--- src/rtl/egg_timer_pkg.sv ---
// Shared constants for the egg timer controller: FSM state codes,
// edit-digit selector codes and preset digit limits.
package egg_timer_pkg;

   typedef logic [2:0] state_t;
   typedef logic [1:0] sel_t;
   typedef logic [3:0] digit_t;

   localparam state_t ST_IDLE    = 3'd0;
   localparam state_t ST_SET     = 3'd1;
   localparam state_t ST_LOADING = 3'd2;
   localparam state_t ST_RUN     = 3'd3;
   localparam state_t ST_PAUSE   = 3'd4;
   localparam state_t ST_ALARM   = 3'd5;

   localparam sel_t SEL_MIN_TENS = 2'd0;
   localparam sel_t SEL_MIN_ONES = 2'd1;
   localparam sel_t SEL_SEC_TENS = 2'd2;
   localparam sel_t SEL_SEC_ONES = 2'd3;

   localparam digit_t ONES_MAX     = 4'd9;
   localparam digit_t SEC_TENS_MAX = 4'd5;

endpackage

--- src/rtl/egg_timer_if.sv ---
// Front panel / BCD counter bundle seen by the egg timer controller.
// master = controller side, slave = panel/counter side.
interface egg_timer_if;
   import egg_timer_pkg::*;

   logic   tick_1hz;
   logic   btn_start;
   logic   btn_set;
   logic   btn_up;
   logic   btn_down;
   digit_t cnt_min_tens;
   digit_t cnt_min_ones;
   digit_t cnt_sec_tens;
   digit_t cnt_sec_ones;
   logic   load;
   logic   enable;
   digit_t preset_min_tens;
   digit_t preset_min_ones;
   digit_t preset_sec_tens;
   digit_t preset_sec_ones;
   sel_t   edit_sel;
   logic   editing;
   logic   alarm;
   state_t state;

   modport master (
      input  tick_1hz, btn_start, btn_set, btn_up, btn_down,
      input  cnt_min_tens, cnt_min_ones, cnt_sec_tens, cnt_sec_ones,
      output load, enable, preset_min_tens, preset_min_ones,
      output preset_sec_tens, preset_sec_ones, edit_sel, editing, alarm, state
   );

   modport slave (
      output tick_1hz, btn_start, btn_set, btn_up, btn_down,
      output cnt_min_tens, cnt_min_ones, cnt_sec_tens, cnt_sec_ones,
      input  load, enable, preset_min_tens, preset_min_ones,
      input  preset_sec_tens, preset_sec_ones, edit_sel, editing, alarm, state
   );

endinterface

--- src/rtl/bcd_digit_wrap.sv ---
// One editable preset digit: increments/decrements with wrap between 0
// and max_val. inc wins if both are asserted.
module bcd_digit_wrap
   import egg_timer_pkg::*;
(
   input  logic   clk,
   input  logic   reset,
   input  logic   inc,
   input  logic   dec,
   input  digit_t max_val,
   output digit_t digit
);

   digit_t digit_q, digit_d;

   always_comb begin
      digit_d = digit_q;
      if (inc) begin
         digit_d = (digit_q >= max_val) ? 4'd0 : digit_q + 4'd1;
      end else if (dec) begin
         digit_d = (digit_q == 4'd0 || digit_q > max_val) ? max_val : digit_q - 4'd1;
      end
   end

   always_ff @(posedge clk or posedge reset) begin
      if (reset) digit_q <= 4'd0;
      else       digit_q <= digit_d;
   end

   assign digit = digit_q;

endmodule

--- src/rtl/egg_timer_ctrl.sv ---
// Egg timer control FSM: preset editing, counter load/enable, expiry alarm.
// Optional alarm auto-clear after ALARM_SECONDS ticks: EGG_TIMER_ALARM_TIMEOUT_EN.
module egg_timer_ctrl
   import egg_timer_pkg::*;
#(
   parameter int ALARM_SECONDS = 10,
   parameter int MIN_TENS_MAX  = 9
) (
   input  logic         clk,
   input  logic         reset,
   egg_timer_if.master  bus
);

   localparam digit_t MT_MAX = 4'(MIN_TENS_MAX);

   state_t     state_q, state_d;
   sel_t       sel_q, sel_d;
   logic       load_q, load_d;
   logic       enable_q, enable_d;
   logic       editing_q, editing_d;
   logic       alarm_q, alarm_d;
   logic [3:0] inc_vec, dec_vec;
   digit_t     preset_digit [4];
   logic       cnt_zero, any_btn;

   assign cnt_zero = (bus.cnt_min_tens == 4'd0) && (bus.cnt_min_ones == 4'd0) &&
                     (bus.cnt_sec_tens == 4'd0) && (bus.cnt_sec_ones == 4'd0);
   assign any_btn  = bus.btn_start | bus.btn_set | bus.btn_up | bus.btn_down;

`ifdef EGG_TIMER_ALARM_TIMEOUT_EN
   localparam logic [7:0] ALARM_TICKS = 8'(ALARM_SECONDS);
   logic [7:0] alarm_cnt_q, alarm_cnt_d;

   always_ff @(posedge clk or posedge reset) begin
      if (reset) alarm_cnt_q <= 8'd0;
      else       alarm_cnt_q <= alarm_cnt_d;
   end
`else
   // Alarm duration has no effect unless the timeout build is selected.
   if (ALARM_SECONDS < 1) begin : g_alarm_seconds_unused
   end
`endif

   always_comb begin
      state_d = state_q;
      sel_d   = sel_q;
      inc_vec = 4'd0;
      dec_vec = 4'd0;
`ifdef EGG_TIMER_ALARM_TIMEOUT_EN
      alarm_cnt_d = alarm_cnt_q;
`endif
      case (state_q)
         ST_IDLE: begin
            // A start with an empty counter is swallowed, not passed to set.
            if (bus.btn_start) begin
               if (!cnt_zero) state_d = ST_RUN;
            end else if (bus.btn_set) begin
               state_d = ST_SET;
               sel_d   = SEL_MIN_TENS;
            end
         end
         ST_SET: begin
            if (bus.btn_start) begin
               state_d = ST_LOADING;
               sel_d   = SEL_MIN_TENS;
            end else if (bus.btn_set) begin
               if (sel_q == SEL_SEC_ONES) begin
                  state_d = ST_LOADING;
                  sel_d   = SEL_MIN_TENS;
               end else begin
                  sel_d = sel_q + 2'd1;
               end
            end else if (bus.btn_up) begin
               inc_vec[sel_q] = 1'b1;
            end else if (bus.btn_down) begin
               dec_vec[sel_q] = 1'b1;
            end
         end
         ST_LOADING: begin
            if (bus.tick_1hz) state_d = ST_IDLE;
         end
         ST_RUN: begin
            if (cnt_zero)           state_d = ST_ALARM;
            else if (bus.btn_start) state_d = ST_PAUSE;
         end
         ST_PAUSE: begin
            if (bus.btn_start) begin
               state_d = ST_RUN;
            end else if (bus.btn_set) begin
               state_d = ST_SET;
               sel_d   = SEL_MIN_TENS;
            end
         end
         ST_ALARM: begin
            if (any_btn) begin
               state_d = ST_IDLE;
            end
`ifdef EGG_TIMER_ALARM_TIMEOUT_EN
            else if (bus.tick_1hz) begin
               if (alarm_cnt_q >= ALARM_TICKS - 8'd1) state_d = ST_IDLE;
               else                                   alarm_cnt_d = alarm_cnt_q + 8'd1;
            end
`endif
         end
         default: state_d = ST_IDLE;
      endcase
`ifdef EGG_TIMER_ALARM_TIMEOUT_EN
      if (state_d == ST_ALARM && state_q != ST_ALARM) alarm_cnt_d = 8'd0;
`endif
   end

   // Outputs are decoded from the next state so they land with the state change.
   always_comb begin
      load_d    = (state_d == ST_LOADING);
      enable_d  = (state_d == ST_RUN);
      editing_d = (state_d == ST_SET);
      alarm_d   = (state_d == ST_ALARM);
   end

   always_ff @(posedge clk or posedge reset) begin
      if (reset) begin
         state_q   <= ST_IDLE;
         sel_q     <= SEL_MIN_TENS;
         load_q    <= 1'b0;
         enable_q  <= 1'b0;
         editing_q <= 1'b0;
         alarm_q   <= 1'b0;
      end else begin
         state_q   <= state_d;
         sel_q     <= sel_d;
         load_q    <= load_d;
         enable_q  <= enable_d;
         editing_q <= editing_d;
         alarm_q   <= alarm_d;
      end
   end

   for (genvar gi = 0; gi < 4; gi++) begin : g_digit
      localparam digit_t DIGIT_MAX = (gi == 0) ? MT_MAX :
                                     (gi == 2) ? SEC_TENS_MAX : ONES_MAX;
      bcd_digit_wrap u_digit (
         .clk     (clk),
         .reset   (reset),
         .inc     (inc_vec[gi]),
         .dec     (dec_vec[gi]),
         .max_val (DIGIT_MAX),
         .digit   (preset_digit[gi])
      );
   end

   assign bus.preset_min_tens = preset_digit[SEL_MIN_TENS];
   assign bus.preset_min_ones = preset_digit[SEL_MIN_ONES];
   assign bus.preset_sec_tens = preset_digit[SEL_SEC_TENS];
   assign bus.preset_sec_ones = preset_digit[SEL_SEC_ONES];
   assign bus.load            = load_q;
   assign bus.enable          = enable_q;
   assign bus.editing         = editing_q;
   assign bus.alarm           = alarm_q;
   assign bus.edit_sel        = sel_q;
   assign bus.state           = state_q;

endmodule

--- src/flat_wrapper.sv ---
// flat-port wrapper written by rule: the top's interface ports become plain ports
module egg_timer_ctrl_flat import egg_timer_pkg::*;
#(
   parameter int ALARM_SECONDS = 10,
   parameter int MIN_TENS_MAX  = 9
)
  (clk, reset, bus_tick_1hz, bus_btn_start, bus_btn_set, bus_btn_up, bus_btn_down, bus_cnt_min_tens, bus_cnt_min_ones, bus_cnt_sec_tens, bus_cnt_sec_ones, bus_load, bus_enable, bus_preset_min_tens, bus_preset_min_ones, bus_preset_sec_tens, bus_preset_sec_ones, bus_edit_sel, bus_editing, bus_alarm, bus_state);
  egg_timer_if bus_i ();
  input  logic clk;
  input  logic reset;
  input wire logic [$bits(bus_i.tick_1hz)-1:0] bus_tick_1hz;
  input wire logic [$bits(bus_i.btn_start)-1:0] bus_btn_start;
  input wire logic [$bits(bus_i.btn_set)-1:0] bus_btn_set;
  input wire logic [$bits(bus_i.btn_up)-1:0] bus_btn_up;
  input wire logic [$bits(bus_i.btn_down)-1:0] bus_btn_down;
  input wire logic [$bits(bus_i.cnt_min_tens)-1:0] bus_cnt_min_tens;
  input wire logic [$bits(bus_i.cnt_min_ones)-1:0] bus_cnt_min_ones;
  input wire logic [$bits(bus_i.cnt_sec_tens)-1:0] bus_cnt_sec_tens;
  input wire logic [$bits(bus_i.cnt_sec_ones)-1:0] bus_cnt_sec_ones;
  output wire logic [$bits(bus_i.load)-1:0] bus_load;
  output wire logic [$bits(bus_i.enable)-1:0] bus_enable;
  output wire logic [$bits(bus_i.preset_min_tens)-1:0] bus_preset_min_tens;
  output wire logic [$bits(bus_i.preset_min_ones)-1:0] bus_preset_min_ones;
  output wire logic [$bits(bus_i.preset_sec_tens)-1:0] bus_preset_sec_tens;
  output wire logic [$bits(bus_i.preset_sec_ones)-1:0] bus_preset_sec_ones;
  output wire logic [$bits(bus_i.edit_sel)-1:0] bus_edit_sel;
  output wire logic [$bits(bus_i.editing)-1:0] bus_editing;
  output wire logic [$bits(bus_i.alarm)-1:0] bus_alarm;
  output wire logic [$bits(bus_i.state)-1:0] bus_state;
  assign bus_i.tick_1hz = bus_tick_1hz;
  assign bus_i.btn_start = bus_btn_start;
  assign bus_i.btn_set = bus_btn_set;
  assign bus_i.btn_up = bus_btn_up;
  assign bus_i.btn_down = bus_btn_down;
  assign bus_i.cnt_min_tens = bus_cnt_min_tens;
  assign bus_i.cnt_min_ones = bus_cnt_min_ones;
  assign bus_i.cnt_sec_tens = bus_cnt_sec_tens;
  assign bus_i.cnt_sec_ones = bus_cnt_sec_ones;
  assign bus_load = bus_i.load;
  assign bus_enable = bus_i.enable;
  assign bus_preset_min_tens = bus_i.preset_min_tens;
  assign bus_preset_min_ones = bus_i.preset_min_ones;
  assign bus_preset_sec_tens = bus_i.preset_sec_tens;
  assign bus_preset_sec_ones = bus_i.preset_sec_ones;
  assign bus_edit_sel = bus_i.edit_sel;
  assign bus_editing = bus_i.editing;
  assign bus_alarm = bus_i.alarm;
  assign bus_state = bus_i.state;
  egg_timer_ctrl #(.ALARM_SECONDS(ALARM_SECONDS), .MIN_TENS_MAX(MIN_TENS_MAX)) u_core (.clk(clk), .reset(reset), .bus(bus_i));
endmodule
--- config.mk ---
export PLATFORM = sky130hd
export DESIGN_NAME = egg_timer_ctrl_flat
export DESIGN_NICKNAME = d
export VERILOG_FILES = /design/src/rtl/egg_timer_pkg.sv /design/src/rtl/egg_timer_if.sv /design/src/rtl/bcd_digit_wrap.sv /design/src/rtl/egg_timer_ctrl.sv /design/src/flat_wrapper.sv
export SDC_FILE = /design/constraint.sdc
export NUM_CORES = 1
export LEC_CHECK = 0
export BUFFER_PORTS_ARGS = -buffer_cell sky130_fd_sc_hd__buf_4
export CORE_MARGIN = 2
export CORE_UTILIZATION = 55
export DETAILED_ROUTE_END_ITERATION = 12
export GPL_TIMING_DRIVEN = 0
export PLACE_DENSITY = 0.81
export SLEW_MARGIN = 10
export SYNTH_ARGS = -nofsm -noshare
export SYNTH_HDL_FRONTEND = slang
export SYNTH_SLANG_ARGS = --single-unit
export TNS_END_PERCENT = 50
--- constraint.sdc ---
create_clock -name clk -period 2.8 [get_ports clk]
set_clock_uncertainty 0.1 [all_clocks]
set_input_delay 0.28 -clock clk [delete_from_list [all_inputs] [get_ports clk]]
set_output_delay 0.28 -clock clk [all_outputs]
set_load 0.01 [all_outputs]
==> results of run 1 <==
[cells by family (layout without fill, tap and decap cells)]
logic type,Yosys count,count (layout),share of synthesized area (%)
and+or+nand+nor,88,88,24.7
AOI/OAI and AO/OA,86,86,30.2
buffers and inverters,35,86,6.49
DFF,25,25,29.2
adders and majority gates,16,16,9.36
[final cells by class]
cell class                 count  area (µm²)
timing repair buffer          47         353
clock inverter                 1        5.00
buffer                        13        56.3
fill                         310        1090
sequential                    25         626
multi-input combinational    190        1380
tap                           48        60.1
inverter                      22        82.6
clock buffer                   3        41.3
[power by group]
group / internal [µW] / switching, µW / leakage (µW)
clock network: 100 / 131 / 0.0000255
registers: 469 / 144 / 0.000302
logic: 515 / 649 / 0.000804
[through the flow]
step,utilization (%),instance area [µm²]
after floorplan,-,2140
after global placement,69.2,2550
after detailed placement,69.2,2550
after CTS,70.5,2600
after global routing,70.5,2600
final,70.5,2600
[routing by layer]
layer | track usage [%] | vias up | routed length, µm
li1 | - | 1063 | -
met1 | 33.6 | 1029 | 2350
met2 | 45.8 | 82 | 2620
met3 | 3.41 | 5 | 359
met4 | 5.36 | 0 | 41
met5 | 0 | - | 0
[critical path: cells and delay by family (launching register included)]
family                     cells  cell delay, ns
AOI/OAI and AO/OA              3            0.74
and+or+nand+nor                1            0.51
DFF                            1            0.46
adders and majority gates      1            0.25
buffers and inverters          1            0.14
[worst paths after layout]
path                                                 endpoint                                from  slack [ns]  depth (start not counted)
min                                           u_core.bus.load                               reset        0.13                          2
max                        u_core.g_digit[0].u_digit.digit[2]  u_core.g_digit[0].u_digit.digit[1]        0.52                          6
max reg2reg                u_core.g_digit[0].u_digit.digit[2]  u_core.g_digit[0].u_digit.digit[1]        0.52                          6
min in group clk                             u_core.bus.alarm                 bus_cnt_min_ones[2]        0.32                          4
max in group asynchronous  u_core.g_digit[0].u_digit.digit[0]                               reset        1.88                          2
min reg2reg                u_core.g_digit[2].u_digit.digit[2]  u_core.g_digit[2].u_digit.digit[2]        0.50                          1
[layout by cell type (no fill, tap or decap), types with 4 or more instances in the layout]
cell,instances
o21ai_0,15
nor3_1,7
inv_1,22
nand2_1,11
a32oi_1,5
a21oi_1,10
a31oi_1,7
nor2_1,11
o31ai_1,4
ha_1,16
nor3b_1,5
nand4_1,5
dfrtp_1,25
buf_4,47
clkbuf_1,7
nand2b_1,6
nor4_1,7
nand3b_1,4
or3_1,4
buf_2,6
o211ai_1,8
nand3_1,12
[sequential cells by signal, summed over array words and instances, names as in the netlist]
name                          flops
u_core.bus.alarm                  1
u_core.bus.edit_sel               2
u_core.bus.editing                1
u_core.bus.enable                 1
u_core.bus.load                   1
u_core.bus.state                  3
u_core.g_digit.u_digit.digit     16
==> results.yml, run 1 <==
logic_synthesis:
  yosys_warnings: 0
  yosysTopAreaCell: "dfrtp_1"
  syn_avg_cell_area_um2: 8.56
  synth_edf_count: 0
  yosysMostFrequentCell: "dfrtp_1"
  syn-num-nets: 289
  synth_area_leaders: "dfrtp_1 (29%), ha_1 (9.4%), inv_1 (3.9%), o21ai_0 (3.5%), nand3_1 (2.8%)"
  ys_async_sr_fraction_pct: 100
  synth_top_area_share_pct: 29.2
  synth_commonest_cells: "dfrtp_1 (25), inv_1 (22), ha_1 (16), o21ai_0 (15), nand3_1 (12)"
  yosys.cell_types.count: 53
  synthesis.area_um2: 2140
  synth-seq-area-share_pct: 29.2
  synthFlopType: "dfrtp_1"
  syn_inst: 250
  synth_seq_cells: 25
critical_path:
  worstPathArrival_ns: 2.38
  worstSetupStartpointType: "flip-flop"
  path_max_fanout: 6
  cp-end-kind: "flip-flop"
  cpPeakStageDelay_ns: 0.51
  cp_cell_sequence: "inv_1, ha_1, or3b_2, a211oi_1, a32oi_1, o22ai_1"
  crit_required_ns: 2.91
  crit_path_top_delay_cell: "or3b_2"
  path_class: "flip-flop to flip-flop"
floorplan:
  dieArea_um2: 4400
  core_area_um2: 3690
  die_h_um: 66.4
  io_pins: 48
  fp.dieW_um: 66.4
  fp-row-count: 22
  start_util_pct: 58.0
power:
  power.total_uw: 2010
  power_leakage_uw: 0.00113
  power_density_nw_per_um2: 773
  vdd_drop_max_uv: 466
timing:
  rsz0062_at_grt: "false"
  fmax_ghz: 0.439
  fin_crit_sh_pct: 81.3
  slew-limit-headroom_pct: 34.5
  worst_slack_ns: 0.523
  drv_slew: 0
  post-route-min-period_ns: 2.28
  fin_tns_setup_ns: 0
  finalHoldWorstSlack_ns: 0.128
  setup_viol: 0
  tightest_slew_ns: 0.981
  hold_violations: 0
clock_network:
  cts_buffers: 3
  cts_tree: "built"
  clk_pin_slew_ns: 0.10
  clkLatencyLatePin_ns: 0.28
  ctsResizeCount: 0
  cts_num_sinks: 25
  cts_setup_buffers: 0
  clock_tree.buffer_depth: 2
  hold_buffers: 0
  cts-root-buf: "clkbuf_8"
  htree_num_levels: 1
cells_and_area:
  area_growth_pct: 21.5
  num_antenna_cells: 0
  layout.nets: 341
  layout.cells.non_filler: 349
  drive_gt1_share_pct: 22.9
status:
  status: "completed"
global_routing:
  overflow: 0
  grt_pass1_wl_um: 8980
  grt.total_usage_pct: 25.9
  antenna_found_initial: 0
  grt_pass1_vias: 2029
  grt_max_degree: 26
routing:
  vias: 2179
  routedWlPerCell_um: 15.4
  ant_nets: 0
  remaining_drc_errors: 0
  drtPass1Iterations: 5
  initialDrtViolationCount: 240
  viasPerCell: 6.24
  wl_um: 5370
placed_design:
  pre_cts_ws_ns: 0.581
  port_buffers: 47
  place_congestion: 0.889
  dp_hpwl_um: 4000
  dp_cells: 345
worst_hold_path:
  worstHoldPathType: "input port to asynchronous set/reset pin"
job:
  maxCapViolations: 0
Note: power is estimated with default switching activity, not from simulation.
==> run 2, diff against run 1 <==
Settings changed: ABC_AREA set to 1, CORE_UTILIZATION 55 to 54, PLACE_DENSITY 0.81 to 0.8.
Clock period 2.8 ns to 2.15 ns, I/O delays scaled along.
==> run 2 against run 1 <==
  * Non-clock buffer count is 11 lower
  * Global-route usage is 2.7 points lower
  * Sequential share of layout area is 0.50 points higher
  * Power is 39% higher
  * Critical path type unchanged
  * Combinational power is 41% higher
  * Register-to-register slack worse by 0.23 ns
==> results.yml, run 2 <==
status:
  status: "completed"
timing:
  slew-limit-headroom_pct: 34.2
  tightest_slew_ns: 0.987
  fin_crit_sh_pct: 86.1
  fin_tns_setup_ns: 0
  worst_slack_ns: 0.298
  fmax_ghz: 0.540
  post-route-min-period_ns: 1.85
  drv_slew: 0
  hold_violations: 0
  finalHoldWorstSlack_ns: 0.0594
  setup_viol: 0
  rsz0062_at_grt: "false"
logic_synthesis:
  synth_commonest_cells: "nand2_1 (74), inv_1 (35), nor2_1 (35), nand3_1 (26), o21ai_0 (26)"
  yosysTopAreaCell: "dfrtp_1"
  synthesis.area_um2: 2090
  syn_avg_cell_area_um2: 6.98
  syn-num-nets: 338
  synth-seq-area-share_pct: 30.0
  synth_seq_cells: 25
  yosys.cell_types.count: 27
  yosys_warnings: 0
  synth_area_leaders: "dfrtp_1 (30%), nand2_1 (13%), ha_1 (9.6%), inv_1 (6.3%), nor2_1 (6.3%)"
  synth_top_area_share_pct: 30.0
  syn_inst: 299
  yosysMostFrequentCell: "nand2_1"
  synth_edf_count: 0
  synthFlopType: "dfrtp_1"
  ys_async_sr_fraction_pct: 100
clock_network:
  clk_pin_slew_ns: 0.10
  htree_num_levels: 1
  clock_tree.buffer_depth: 2
  cts_setup_buffers: 0
  cts-root-buf: "clkbuf_8"
  cts_buffers: 3
  clkLatencyLatePin_ns: 0.28
  cts_num_sinks: 25
  ctsResizeCount: 0
  hold_buffers: 0
  cts_tree: "built"
routing:
  drtPass1Iterations: 7
  initialDrtViolationCount: 182
  top_layer_used: "met4"
  routedWlPerCell_um: 11.6
  vias: 2045
  wl_met2_um: 2240
  viasPerCell: 5.14
  wl_met3_um: 138
  met1Wirelength_um: 2190
  ant_nets: 0
  remaining_drc_errors: 0
  wl_um: 4610
power:
  p_sw_uw: 1350
  pwr-share-comb_pct: 58.8
  switching_share_pct: 48.5
  vdd_drop_max_uv: 791
  pwr-share-seq_pct: 30.7
  power_leakage_uw: 0.00136
  power.share.clock_pct: 10.5
  internal_power_uw: 1440
  power_density_nw_per_um2: 1100
worst_hold_path:
  worstHoldPathType: "input port to asynchronous set/reset pin"
critical_path:
  path_max_fanout: 5
  worstSetupStartpointType: "flip-flop"
  cpPeakStageDelay_ns: 0.46
  worstPathArrival_ns: 1.96
  cp-end-kind: "flip-flop"
  crit_top_cell: "nand2_1"
  cp_cell_sequence: "inv_1, ha_1, nand2_1, o21ai_0, nand2_1, nand2_1, nand3_1, o21ai_0"
  r2r_slack_ns: 0.30
  crit_required_ns: 2.26
  crit_path_top_delay_cell: "o21ai_0"
  path_class: "flip-flop to flip-flop"
cells_and_area:
  num_antenna_cells: 0
  drive_gt1_share_pct: 22.6
  layout.cells.non_filler: 398
  layout.nets: 390
  final_cell_mix: "nand2_1 (74), buf_4 (47), inv_1 (35), nor2_1 (35)"
  area_growth_pct: 22.0
  largest_reg_flops: 16
  final_common_cell: "nand2_1"
global_routing:
  overflow: 0
  grt.total_usage_pct: 23.2
  grt_max_degree: 26
  grt_pass1_wl_um: 8140
  antenna_found_initial: 0
  grt_pass1_vias: 1948
floorplan:
  dieArea_um2: 4380
  die_h_um: 66.2
  io_pins: 48
  fp-row-count: 22
  fp.dieW_um: 66.2
  core_area_um2: 3690
  start_util_pct: 56.6
placed_design:
  dp_cells: 394
  port_buffers: 47
  place_congestion: 0.848
  pre_cts_ws_ns: 0.388
  dp_hpwl_um: 3570
job:
  maxCapViolations: 0
run 2: path summary, 6_finish.rpt:
check | from | endpoint | cells after the start
max | u_core.g_digit[1].u_digit.digit[0] | u_core.g_digit[1].u_digit.digit[1] | 8
min | reset | u_core.g_digit[0].u_digit.digit[2] | 2
max reg2reg | u_core.g_digit[1].u_digit.digit[0] | u_core.g_digit[1].u_digit.digit[1] | 8
min reg2reg | u_core.g_digit[3].u_digit.digit[3] | u_core.g_digit[3].u_digit.digit[3] | 2
max in group asynchronous | reset | u_core.bus.state[1] | 2
min in group clk | bus_tick_1hz | u_core.bus.load | 4
run 2: cell families (layout without fill, tap and decap cells):
family          Yosys count  after routing  share of synthesized area [%]
compound gates           47             47                           12.5
buf+inv                  44             95                           8.03
fa+ha+maj                16             16                           9.59
xor+xnor                  8              8                           3.36
simple gates            159            159                           36.5
flops                    25             25                           30.0
run 2: cell type report:
class | count | area (µm²)
multi-input combinational | 230 | 1290
timing repair buffer | 47 | 353
sequential | 25 | 626
fill | 331 | 1140
inverter | 42 | 158
tap | 48 | 60.1
buffer | 2 | 10.0
clock inverter | 1 | 5.00
clock buffer | 3 | 41.3
run 2: routing by layer:
metal  vias to the layer above  track usage, %
met5                         -               0
met4                         0            6.12
met3                         6            4.09
met2                        40            40.9
met1                       938            29.1
li1                       1061               -
run 2: power by group through the flow:
| stage | clock (µW) | combinational [µW] | sequential, µW |
|---|---|---|---|
| after floorplan | 0 | 1060 | 899 |
| after global placement | 0 | 1600 | 855 |
| after detailed placement | 0 | 1640 | 865 |
| after CTS | 301 | 1650 | 857 |
| after global routing | 313 | 1870 | 888 |
| final | 293 | 1640 | 858 |
run 2: through the flow:
stage / total power [µW] / utilization (%) / area (µm²)
after floorplan: 1960 / - / 2090
after detailed placement: 2500 / 67.8 / 2500
after global placement: 2460 / 67.8 / 2500
after CTS: 2810 / 69.0 / 2550
final: 2790 / 69.0 / 2550
after global routing: 3070 / 69.0 / 2550
run 2: worst max-delay path: cells and delay by family, from the launching register on:
family / cells / cell delay (ns)
fa+ha+maj: 1 / 0.18
simple gates: 4 / 0.36
flops: 1 / 0.44
compound gates: 2 / 0.54
buf+inv: 1 / 0.15
==> run 3, diff against run 2 <==
Settings changed: CAP_MARGIN set to 20, CORE_MARGIN 2 to unset.
==> run 3 against run 2 <==
  * Fmax is 3.8% higher
  * Die area is 6.0% lower
  * Cell area is 1.6% higher
  * Worst setup slack better by 0.067 ns
  * Via count is 0.59% lower
  * Worst hold slack better by 0.055 ns
  * Combinational power hardly changed
  * Final cell count is 0.50% higher
  * Routed wire length is 4.4% lower
  * Critical path type unchanged
  * Critical endpoint unchanged
  * Largest power group unchanged
  * Highest routed layer unchanged
==> results.yml, run 3 (synthesized netlist as in run 2, its figures left out) <==
critical_path:
  worstSetupStartpointType: "flip-flop"
  crit_required_ns: 2.25
  path_class: "flip-flop to flip-flop"
  crit_top_cell: "nand2_1"
  crit_path_top_delay_cell: "dfrtp_1"
  cp-end-kind: "flip-flop"
  startpoint: "u_core.g_digit[1].u_digit.digit[0]"
  cp_cell_sequence: "inv_1, ha_1, nand2_1, o21ai_0, nand2_1, nand2_1, nand3_1, o21ai_0"
  cpPeakStageDelay_ns: 0.44
  path_delay_family: "compound AO/OA/AOI/OAI gates"
  path_max_fanout: 5
  worstPathArrival_ns: 1.88
  cp_num_buf_inv: 1
  rr_startpoint: "u_core.g_digit[1].u_digit.digit[0]"
routing:
  wl_um: 4410
  viasPerCell: 5.08
  routedWlPerCell_um: 11.0
  initialDrtViolationCount: 130
  remaining_drc_errors: 0
  vias: 2033
  drtPass1Iterations: 4
  ant_nets: 0
power:
  pwr-share-seq_pct: 30.6
  internal_power_uw: 1450
  power.share.clock_pct: 10.6
  p_sw_uw: 1340
  pwr-share-comb_pct: 58.8
  switching_share_pct: 48.0
  vdd_drop_max_uv: 644
  power_leakage_uw: 0.00137
  power_density_nw_per_um2: 1080
placed_design:
  port_buffers: 47
  place_congestion: 0.859
  pre_cts_ws_ns: 0.365
  dpl_cell_area_um2: 2500
  dp_hpwl_um: 3380
status:
  status: "completed"
worst_hold_path:
  worstHoldPathType: "input port to flip-flop"
  hp-start: "bus_tick_1hz"
cells_and_area:
  drive_gt1_share_pct: 22.7
  area_growth_pct: 23.9
  fin_area_um2: 2590
  layout.nets: 392
  num_antenna_cells: 0
  largest_reg_flops: 16
  n_fill_cell: 311
  final_cell_mix: "nand2_1 (74), buf_4 (47), inv_1 (35), nor2_1 (35)"
  final_common_cell: "nand2_1"
timing:
  drv_slew: 0
  hold_violations: 0
  setup_viol: 0
  fin_crit_sh_pct: 83.0
  fin_tns_setup_ns: 0
  tightest_slew_ns: 0.494
  rsz0062_at_grt: "false"
  fmax_ghz: 0.560
  post-route-min-period_ns: 1.78
  slew-limit-headroom_pct: 66.7
  worst_slack_ns: 0.365
clock_network:
  ctsResizeCount: 0
  cts_num_sinks: 25
  cts_tree: "built"
  cts_setup_buffers: 0
  cts_buffers: 3
  clock_tree.buffer_depth: 2
  clkLatencyLatePin_ns: 0.28
  htree_num_levels: 1
  cts-root-buf: "clkbuf_8"
  clk_pin_slew_ns: 0.10
floorplan:
  dieArea_um2: 4120
  start_util_pct: 56.6
  core_area_um2: 3690
  die_h_um: 64.2
  io_pins: 48
  fp-row-count: 22
  fp.dieW_um: 64.2
global_routing:
  grt_pass1_wl_um: 7790
  grt_pass1_vias: 1820
  antenna_found_initial: 0
  grt_max_degree: 26
  overflow: 0
  grt.total_usage_pct: 23.6
job:
  maxCapViolations: 0
-- run 3: cell types whose count changed in the layout (fill, tap and decap cells not counted), sizes merged --
cell / before / now
buf: 49 / 50
dlygate4sd3: 0 / 1
clkinv: 1 / 0
clkinvlp: 0 / 1
-- run 3: path summary, 6_finish.rpt --
kind                                                      endpoint  slack [ns]  cells after the start
worst max-delay path            u_core.g_digit[1].u_digit.digit[1]        0.37                      8
worst min-delay path                               u_core.bus.load        0.11                      4
worst max register to register  u_core.g_digit[1].u_digit.digit[1]        0.37                      8
worst min register to register  u_core.g_digit[3].u_digit.digit[3]        0.45                      2
max in group asynchronous       u_core.g_digit[3].u_digit.digit[2]        1.10                      4
min in group asynchronous       u_core.g_digit[0].u_digit.digit[1]        0.40                      3
-- run 3: cell type report --
| cell class | count | area (µm²) | share of cell area, % |
|---|---|---|---|
| inverters | 42 | 158 | 6.10 |
| well taps | 48 | 60.1 | 2.32 |
| clock buffers | 3 | 41.3 | 1.60 |
| multi-input cells | 230 | 1290 | 50.0 |
| plain buffers | 2 | 10.0 | 0.387 |
| flip-flops and latches | 25 | 626 | 24.2 |
| clock inverters | 1 | 7.51 | 0.290 |
| repair buffers | 49 | 390 | 15.1 |
-- run 3: stage by stage --
step | hold WS, ns | power [µW] | util (%) | cells
floorplan | 0.142 | 1960 | - | 299
global placement | 0.396 | 2450 | 67.8 | 394
detailed placement | 0.417 | 2480 | 67.8 | 394
CTS | 0.100 | 2800 | 69.1 | 398
global route | 0.134 | 3080 | 70.1 | 400
finish | 0.114 | 2790 | 70.1 | 400
-- run 3: power groups by stage --
stage	combinational, µW	sequential [µW]	clock, µW
CTS	1630	853	309
floorplan	1060	899	0
global placement	1600	853	0
detailed placement	1620	860	0
global route	1870	887	323
finish	1640	853	296
-- run 3: repair_timing --
item,CTS,global route
endpoints found under the setup margin,0,0
hold buffers,0,1
hold endpoints to repair,0,8
-- run 3: layer usage --
layer / GRT usage, % / routed length, µm / up-vias
met5: 0 / 0 / -
met4: 7.22 / 49 / 0
met3: 2.14 / 180 / 5
met2: 39.8 / 2010 / 49
met1: 31.8 / 2170 / 915
li1: - / - / 1064
-- run 3: worst min-delay path: cells and delay by family --
kind	cells	cell delay (ns)
and+or+nand+nor	3	0.16
buffers and inverters	1	0.08
